==> src/rtl/trigger_capture_controller.sv <==
// Trigger-aligned capture sequencer for one ADC channel: writes samples into a
// circular buffer, keeps PRE_TRIG pre-trigger samples and freezes until a frame is shown.
module trigger_capture_controller #(
   parameter int unsigned DATA_W       = 10,
   parameter int unsigned DEPTH        = 640,
   parameter int unsigned ADDR_W       = 10,
   parameter int unsigned PRE_TRIG     = 320,
   parameter int unsigned AUTO_TIMEOUT = 1280
) (
   input  logic              i_clk,
   input  logic              i_rst_n,
   input  logic              i_sample_valid,
   input  logic [DATA_W-1:0] i_sample,
   input  logic [DATA_W-1:0] i_trig_level,
   input  logic              i_trig_rising,
   input  logic              i_single,
   input  logic              i_auto,
   input  logic              i_arm,
   input  logic              i_frame_done,
   output logic              o_wr_en,
   output logic [ADDR_W-1:0] o_wr_addr,
   output logic [DATA_W-1:0] o_wr_data,
   output logic [ADDR_W-1:0] o_start_addr,
   output logic              o_buffer_ready,
   output logic              o_triggered,
   output logic              o_auto_fired,
   output logic [2:0]        o_state
);

   typedef enum logic [2:0] {
      S_IDLE      = 3'd0,
      S_PRE_FILL  = 3'd1,
      S_ARMED     = 3'd2,
      S_POST_FILL = 3'd3,
      S_HOLD      = 3'd4
   } state_e;

   localparam int unsigned PRE_W     = $clog2(PRE_TRIG + 1);
   localparam int unsigned TO_W      = $clog2(AUTO_TIMEOUT + 1);
   localparam int unsigned SUM_W     = ADDR_W + 1;
   localparam int unsigned POST_LOAD = DEPTH - PRE_TRIG - 1;
   localparam int unsigned START_OFS = DEPTH - PRE_TRIG;

   state_e              state_q, state_d;
   logic [ADDR_W-1:0]   wr_ptr_q, wr_ptr_d;
   logic [PRE_W-1:0]    pre_cnt_q, pre_cnt_d;
   logic [TO_W-1:0]     to_cnt_q, to_cnt_d;
   logic [ADDR_W-1:0]   post_cnt_q, post_cnt_d;
   logic [DATA_W-1:0]   prev_q, prev_d;
   logic                prev_valid_q, prev_valid_d;
   logic                wr_en_q, wr_en_d;
   logic [ADDR_W-1:0]   wr_addr_q, wr_addr_d;
   logic [DATA_W-1:0]   wr_data_q, wr_data_d;
   logic [ADDR_W-1:0]   start_addr_q, start_addr_d;
   logic                buf_ready_q, buf_ready_d;
   logic                triggered_q, triggered_d;
   logic                auto_fired_q, auto_fired_d;

   logic                writing;
   logic                rise_hit;
   logic                fall_hit;
   logic                real_trig;
   logic                auto_trig;
   logic                enter_pre;
   logic [SUM_W-1:0]    start_sum;
   logic [SUM_W-1:0]    start_mod;

   assign writing   = (state_q == S_PRE_FILL) || (state_q == S_ARMED) || (state_q == S_POST_FILL);
   assign rise_hit  = (prev_q < i_trig_level) && (i_sample >= i_trig_level);
   assign fall_hit  = (prev_q > i_trig_level) && (i_sample <= i_trig_level);
   assign real_trig = prev_valid_q && (i_trig_rising ? rise_hit : fall_hit);
   assign auto_trig = i_auto && (to_cnt_q >= TO_W'(AUTO_TIMEOUT - 1));

   // Oldest sample of the capture, computed one bit wider so the sum cannot overflow
   assign start_sum = SUM_W'(wr_ptr_q) + SUM_W'(START_OFS);
   assign start_mod = (start_sum >= SUM_W'(DEPTH)) ? (start_sum - SUM_W'(DEPTH)) : start_sum;

   always_comb begin
      state_d      = state_q;
      wr_ptr_d     = wr_ptr_q;
      pre_cnt_d    = pre_cnt_q;
      to_cnt_d     = to_cnt_q;
      post_cnt_d   = post_cnt_q;
      prev_d       = prev_q;
      prev_valid_d = prev_valid_q;
      wr_en_d      = 1'b0;
      wr_addr_d    = wr_addr_q;
      wr_data_d    = wr_data_q;
      start_addr_d = start_addr_q;
      triggered_d  = 1'b0;
      auto_fired_d = auto_fired_q;
      enter_pre    = 1'b0;

      if (writing && i_sample_valid) begin
         wr_en_d      = 1'b1;
         wr_addr_d    = wr_ptr_q;
         wr_data_d    = i_sample;
         wr_ptr_d     = (wr_ptr_q == ADDR_W'(DEPTH - 1)) ? '0 : (wr_ptr_q + ADDR_W'(1));
         prev_d       = i_sample;
         prev_valid_d = 1'b1;
      end

      case (state_q)
         S_IDLE: begin
            if (!i_single || i_arm) begin
               state_d   = S_PRE_FILL;
               enter_pre = 1'b1;
            end
         end
         S_PRE_FILL: begin
            if (i_sample_valid) begin
               pre_cnt_d = pre_cnt_q + PRE_W'(1);
               if (pre_cnt_q == PRE_W'(PRE_TRIG - 1)) state_d = S_ARMED;
            end
         end
         S_ARMED: begin
            if (i_sample_valid) begin
               if (real_trig || auto_trig) begin
                  start_addr_d = ADDR_W'(start_mod);
                  triggered_d  = 1'b1;
                  auto_fired_d = !real_trig;
                  post_cnt_d   = ADDR_W'(POST_LOAD);
                  state_d      = (POST_LOAD == 0) ? S_HOLD : S_POST_FILL;
               end else if (to_cnt_q < TO_W'(AUTO_TIMEOUT)) begin
                  to_cnt_d = to_cnt_q + TO_W'(1);
               end
            end
         end
         S_POST_FILL: begin
            // The write that takes post_cnt to zero completes the buffer
            if (i_sample_valid) begin
               post_cnt_d = post_cnt_q - ADDR_W'(1);
               if (post_cnt_q == ADDR_W'(1)) state_d = S_HOLD;
            end
         end
         S_HOLD: begin
            if (i_frame_done) begin
               if (i_single) begin
                  state_d = S_IDLE;
               end else begin
                  state_d   = S_PRE_FILL;
                  enter_pre = 1'b1;
               end
            end
         end
         default: state_d = S_IDLE;
      endcase

      if (enter_pre) begin
         pre_cnt_d    = '0;
         to_cnt_d     = '0;
         prev_valid_d = 1'b0;
      end

      buf_ready_d = (state_d == S_HOLD);
   end

   always_ff @(posedge i_clk or negedge i_rst_n) begin
      if (!i_rst_n) begin
         state_q      <= S_IDLE;
         wr_ptr_q     <= '0;
         pre_cnt_q    <= '0;
         to_cnt_q     <= '0;
         post_cnt_q   <= '0;
         prev_q       <= '0;
         prev_valid_q <= 1'b0;
         wr_en_q      <= 1'b0;
         wr_addr_q    <= '0;
         wr_data_q    <= '0;
         start_addr_q <= '0;
         buf_ready_q  <= 1'b0;
         triggered_q  <= 1'b0;
         auto_fired_q <= 1'b0;
      end else begin
         state_q      <= state_d;
         wr_ptr_q     <= wr_ptr_d;
         pre_cnt_q    <= pre_cnt_d;
         to_cnt_q     <= to_cnt_d;
         post_cnt_q   <= post_cnt_d;
         prev_q       <= prev_d;
         prev_valid_q <= prev_valid_d;
         wr_en_q      <= wr_en_d;
         wr_addr_q    <= wr_addr_d;
         wr_data_q    <= wr_data_d;
         start_addr_q <= start_addr_d;
         buf_ready_q  <= buf_ready_d;
         triggered_q  <= triggered_d;
         auto_fired_q <= auto_fired_d;
      end
   end

   assign o_wr_en        = wr_en_q;
   assign o_wr_addr      = wr_addr_q;
   assign o_wr_data      = wr_data_q;
   assign o_start_addr   = start_addr_q;
   assign o_buffer_ready = buf_ready_q;
   assign o_triggered    = triggered_q;
   assign o_auto_fired   = auto_fired_q;
   assign o_state        = state_q;

endmodule

==> config.mk <==
export PLATFORM = sky130hd
export DESIGN_NAME = trigger_capture_controller
export DESIGN_NICKNAME = d
export VERILOG_FILES = /design/src/rtl/trigger_capture_controller.sv
export SDC_FILE = /design/constraint.sdc
export NUM_CORES = 1
export LEC_CHECK = 0
export CAP_MARGIN = 20
export CORE_AREA = 2 2 107 109
export CTS_CLUSTER_SIZE = 20
export DETAILED_ROUTE_END_ITERATION = 8
export DIE_AREA = 0 0 109 111
export SLEW_MARGIN = 0
export SYNTH_ARGS = -nofsm -noshare
export SYNTH_HDL_FRONTEND = slang
export SYNTH_SLANG_ARGS = --single-unit
export TNS_END_PERCENT = 5
==> constraint.sdc <==
create_clock -name i_clk -period 4.23 [get_ports i_clk]
set_input_delay 0.846 -clock i_clk [delete_from_list [all_inputs] [get_ports i_clk]]
set_output_delay 0.846 -clock i_clk [all_outputs]
set_load 0.02 [all_outputs]
==> impl_metrics.py <==
metrics = {
    "worst_setup_path": {
        "r2r_cells": 8,
        "crit_start": "i_trig_level[5]",
        "path_class": "input port to register",
        "critPathLaunchType": "input port",
        "critPathRequiredTime_ps": 4450,
        "path_cells": "clkdlybuf4s50_1, inv_1, ha_1, a21oi_2, o21ai_1, a2111o_1, a211o_4, a311oi_4, buf_4, mux2_2",
        "critPathCapture": "o_start_addr[3]",
        "cp_num_cells": 10,
        "slowest_delay_ps": 460,
        "cpLargestDelayFamily": "compound AO/OA/AOI/OAI gates",
        "crit_arrival_ps": 3650,
        "critPathMaxFanout": 23,
        "reg2reg_to": "o_start_addr[3]",
        "crit_buf_inv": 3,
        "rrSetupSlack_ps": 1420,
        "crit_path_top_delay_cell": "a2111o_1",
        "r2r_start": "o_wr_data[5]",
        "cp-end-kind": "register",
    },
    "logic_synthesis": {
        "synth_async_sr_flop_share_pct": 100,
        "yosysWarnings": 0,
        "synthesis.nets": 496,
        "synthAdderAreaFrac_pct": 8.53,
        "synth_top_family_by_area": "simple AND/OR/NAND/NOR gates",
        "ys_ff_latch": 78,
        "synth_area_sq_um": 4250,
        "yosys.area.top_type": "dfrtp_1",
        "synth-main-ff-cell": "dfrtp_1",
        "synth-simple-area-share_pct": 20.2,
        "synth_cell_type_count": 55,
        "yosysSeqAreaShare_pct": 45.9,
        "syn_inst": 439,
        "netlist.area_leader.share_pct": 45.9,
        "synth_compound_area_share_pct": 13.2,
        "avgSynthCellArea_sq_um": 9.68,
        "synth_enable_flop_cells": 0,
        "yosys-top-cells-area": "dfrtp_1 46%, ha_1 8.5%, nand2_1 6.4%",
        "synth_xor_area_share_pct": 3.71,
        "muxShareOfSynthArea_pct": 4.15,
    },
    "die": {
        "core_area_sq_um": 11100,
        "num_rows": 39,
        "die_area_sq_um": 12100,
        "die_y_um": 111,
        "die_w_um": 109,
        "ios": 65,
        "initial_core_util_pct": 38.4,
    },
    "clock_tree": {
        "clockRootBuffer": "clkbuf_16",
        "clock_path_buffers": 2,
        "ctsHoldBuffers": 0,
        "insertion_delay_ps": 340,
        "clk_pin_slew_ps": 60,
        "cts_tree": "yes",
        "cts_setup_buffers": 0,
        "htreeDepth": 3,
        "post_cts_resized": 0,
        "clock-sinks": 78,
        "numCtsBuffers": 9,
    },
    "sta": {
        "tns_ps": 0,
        "rsz0062_at_grt": "no",
        "hold_viol_final": 0,
        "fin_skew_ps": 11.9,
        "tightest_slew_ps": 681,
        "drv_slew": 0,
        "setup_viol": 0,
        "finalWorstSetupSlack_ps": 800,
        "slew_headroom_pct": 54.2,
        "fin_crit_ps": 3430,
        "fmax_mhz": 292,
        "fin_crit_sh_pct": 81.1,
    },
    "routing": {
        "drc": 0,
        "drt-met1-wl_mm": 4.34,
        "met3WireLength_um": 422,
        "routed_wl_mm": 9.03,
        "drt.antenna.violating_nets": 0,
        "firstDrtPassIters": 6,
        "routedWlPerCell_um": 13.9,
        "wl_met2_mm": 4.11,
        "drt-initial-drc-count": 201,
        "top_layer": "met4",
        "viasPerCell": 5.18,
        "via_count": 3372,
    },
    "final_layout": {
        "drive_gt1_share_pct": 8.07,
        "final_common_cell": "dfrtp_1",
        "fin_nets": 560,
        "antenna_cells": 0,
        "syn_to_final_growth_pct": 25.8,
        "fin_area_sq_um": 5350,
        "layout_common_cells": "78 x dfrtp_1, 72 x nand2_1, 63 x clkdlybuf4s50_1, 31 x nor2_1, 29 x ha_1",
        "final_core_util_pct": 48.3,
    },
    "power": {
        "ir_drop_mv": 0.204,
        "power_per_cell_area_nw_per_um2": 415,
        "totalPowerFinal_uw": 2220,
        "p_leak_uw": 0.00246,
    },
    "global_route": {
        "grt_pass1_wl_mm": 15.4,
        "grt_pass1_vias": 3252,
        "grt_start_max_net_pins": 79,
        "overflow": 0,
        "antenna_found_initial": 0,
        "track_usage_pct": 16.0,
    },
    "placement": {
        "post-place-ws_ps": 431,
        "placed_area_sq_um": 5020,
        "io_buffers": 64,
        "gp_congestion": 0.808,
        "dpl.hpwl_mm": 6.41,
    },
    "hold_path": {
        "hp-class": "input port to asynchronous set/reset pin",
    },
    "run": {
        "maxCapViolCount": 0,
    },
    "outcome": {
        "status": "finished, final reports clean",
    },
}
## worst register-to-register path, delay by kind of cell (launching register included)
family | cells | cell delay (ps)
compound gates | 5 | 1290
fa+ha+maj | 1 | 330
buf+inv | 1 | 310
flops | 1 | 400
mux | 1 | 380
## report_power, final
part / total (uW) / internal (uW) / switching [uW]
sequential: 938 / 844 / 94.1
clock: 775 / 461 / 314
combinational: 507 / 234 / 273
## area by class of cell
type                            instances  area [sq um]
Timing Repair Buffer                   69           696
Clock buffer                           10           229
Clock inverter                          6          68.8
Tap cell                              143           179
Sequential cell                        78          1950
Multi-Input combinational cell        318          2120
Inverter                               27           101
Fill cell                            1042          5730
## registers in the layout, indices dropped and copies added, names as in the netlist
signal          flops
to_cnt_q           11
o_start_addr       10
o_wr_addr          10
o_wr_data          10
post_cnt_q         10
wr_ptr_q           10
pre_cnt_q           9
o_state             3
o_auto_fired        1
o_buffer_ready      1
o_triggered         1
o_wr_en             1
prev_valid_q        1
## through the flow
| stage | cells | hold WS, ps |
|---|---|---|
| after floorplan | 439 | 464 |
| after global placement | 634 | 462 |
| after detailed placement | 634 | 471 |
| after CTS | 650 | 485 |
| after global routing | 651 | 311 |
| final | 651 | 323 |
## Yosys cell counts (all sizes together), types with 5 or more instances
cell,n
a21oi,19
and3,7
clkbuf,12
dfrtp,78
ha,29
inv,27
mux2,13
nand2,72
nand3,17
nand4,10
nor2,31
nor3,5
nor4,5
o21ai,25
xnor2,8
xor2,10
## cell families (layout without fill, tap and decap cells)
group	after synthesis	count (layout)
and+or+nand+nor	176	176
AOI/OAI and AO/OA	79	79
DFF	78	78
buffers and inverters	43	112
adders and majority gates	29	29
xor gates and xnor gates	18	18
muxes	16	16
## worst min path at each step
stage | endpoint | slack, ps | start
2_1_floorplan | to_cnt_q[10] | 460 | to_cnt_q[10]
3_3_place_gp | o_wr_addr[7] | 460 | o_wr_addr[7]
6_report | post_cnt_q[1] | 320 | i_rst_n
3_5_place_dp | o_wr_addr[6] | 470 | o_wr_addr[6]
5_1_grt | post_cnt_q[1] | 310 | i_rst_n
4_1_cts | o_wr_addr[0] | 490 | o_wr_addr[0]
## per-layer routing
layer	track usage, %	vias to the layer above
met5	0	-
met4	5.30	0
met3	3.82	9
met2	24.4	67
met1	22.2	1607
li1	-	1689
(Power assumes the default switching activity.)
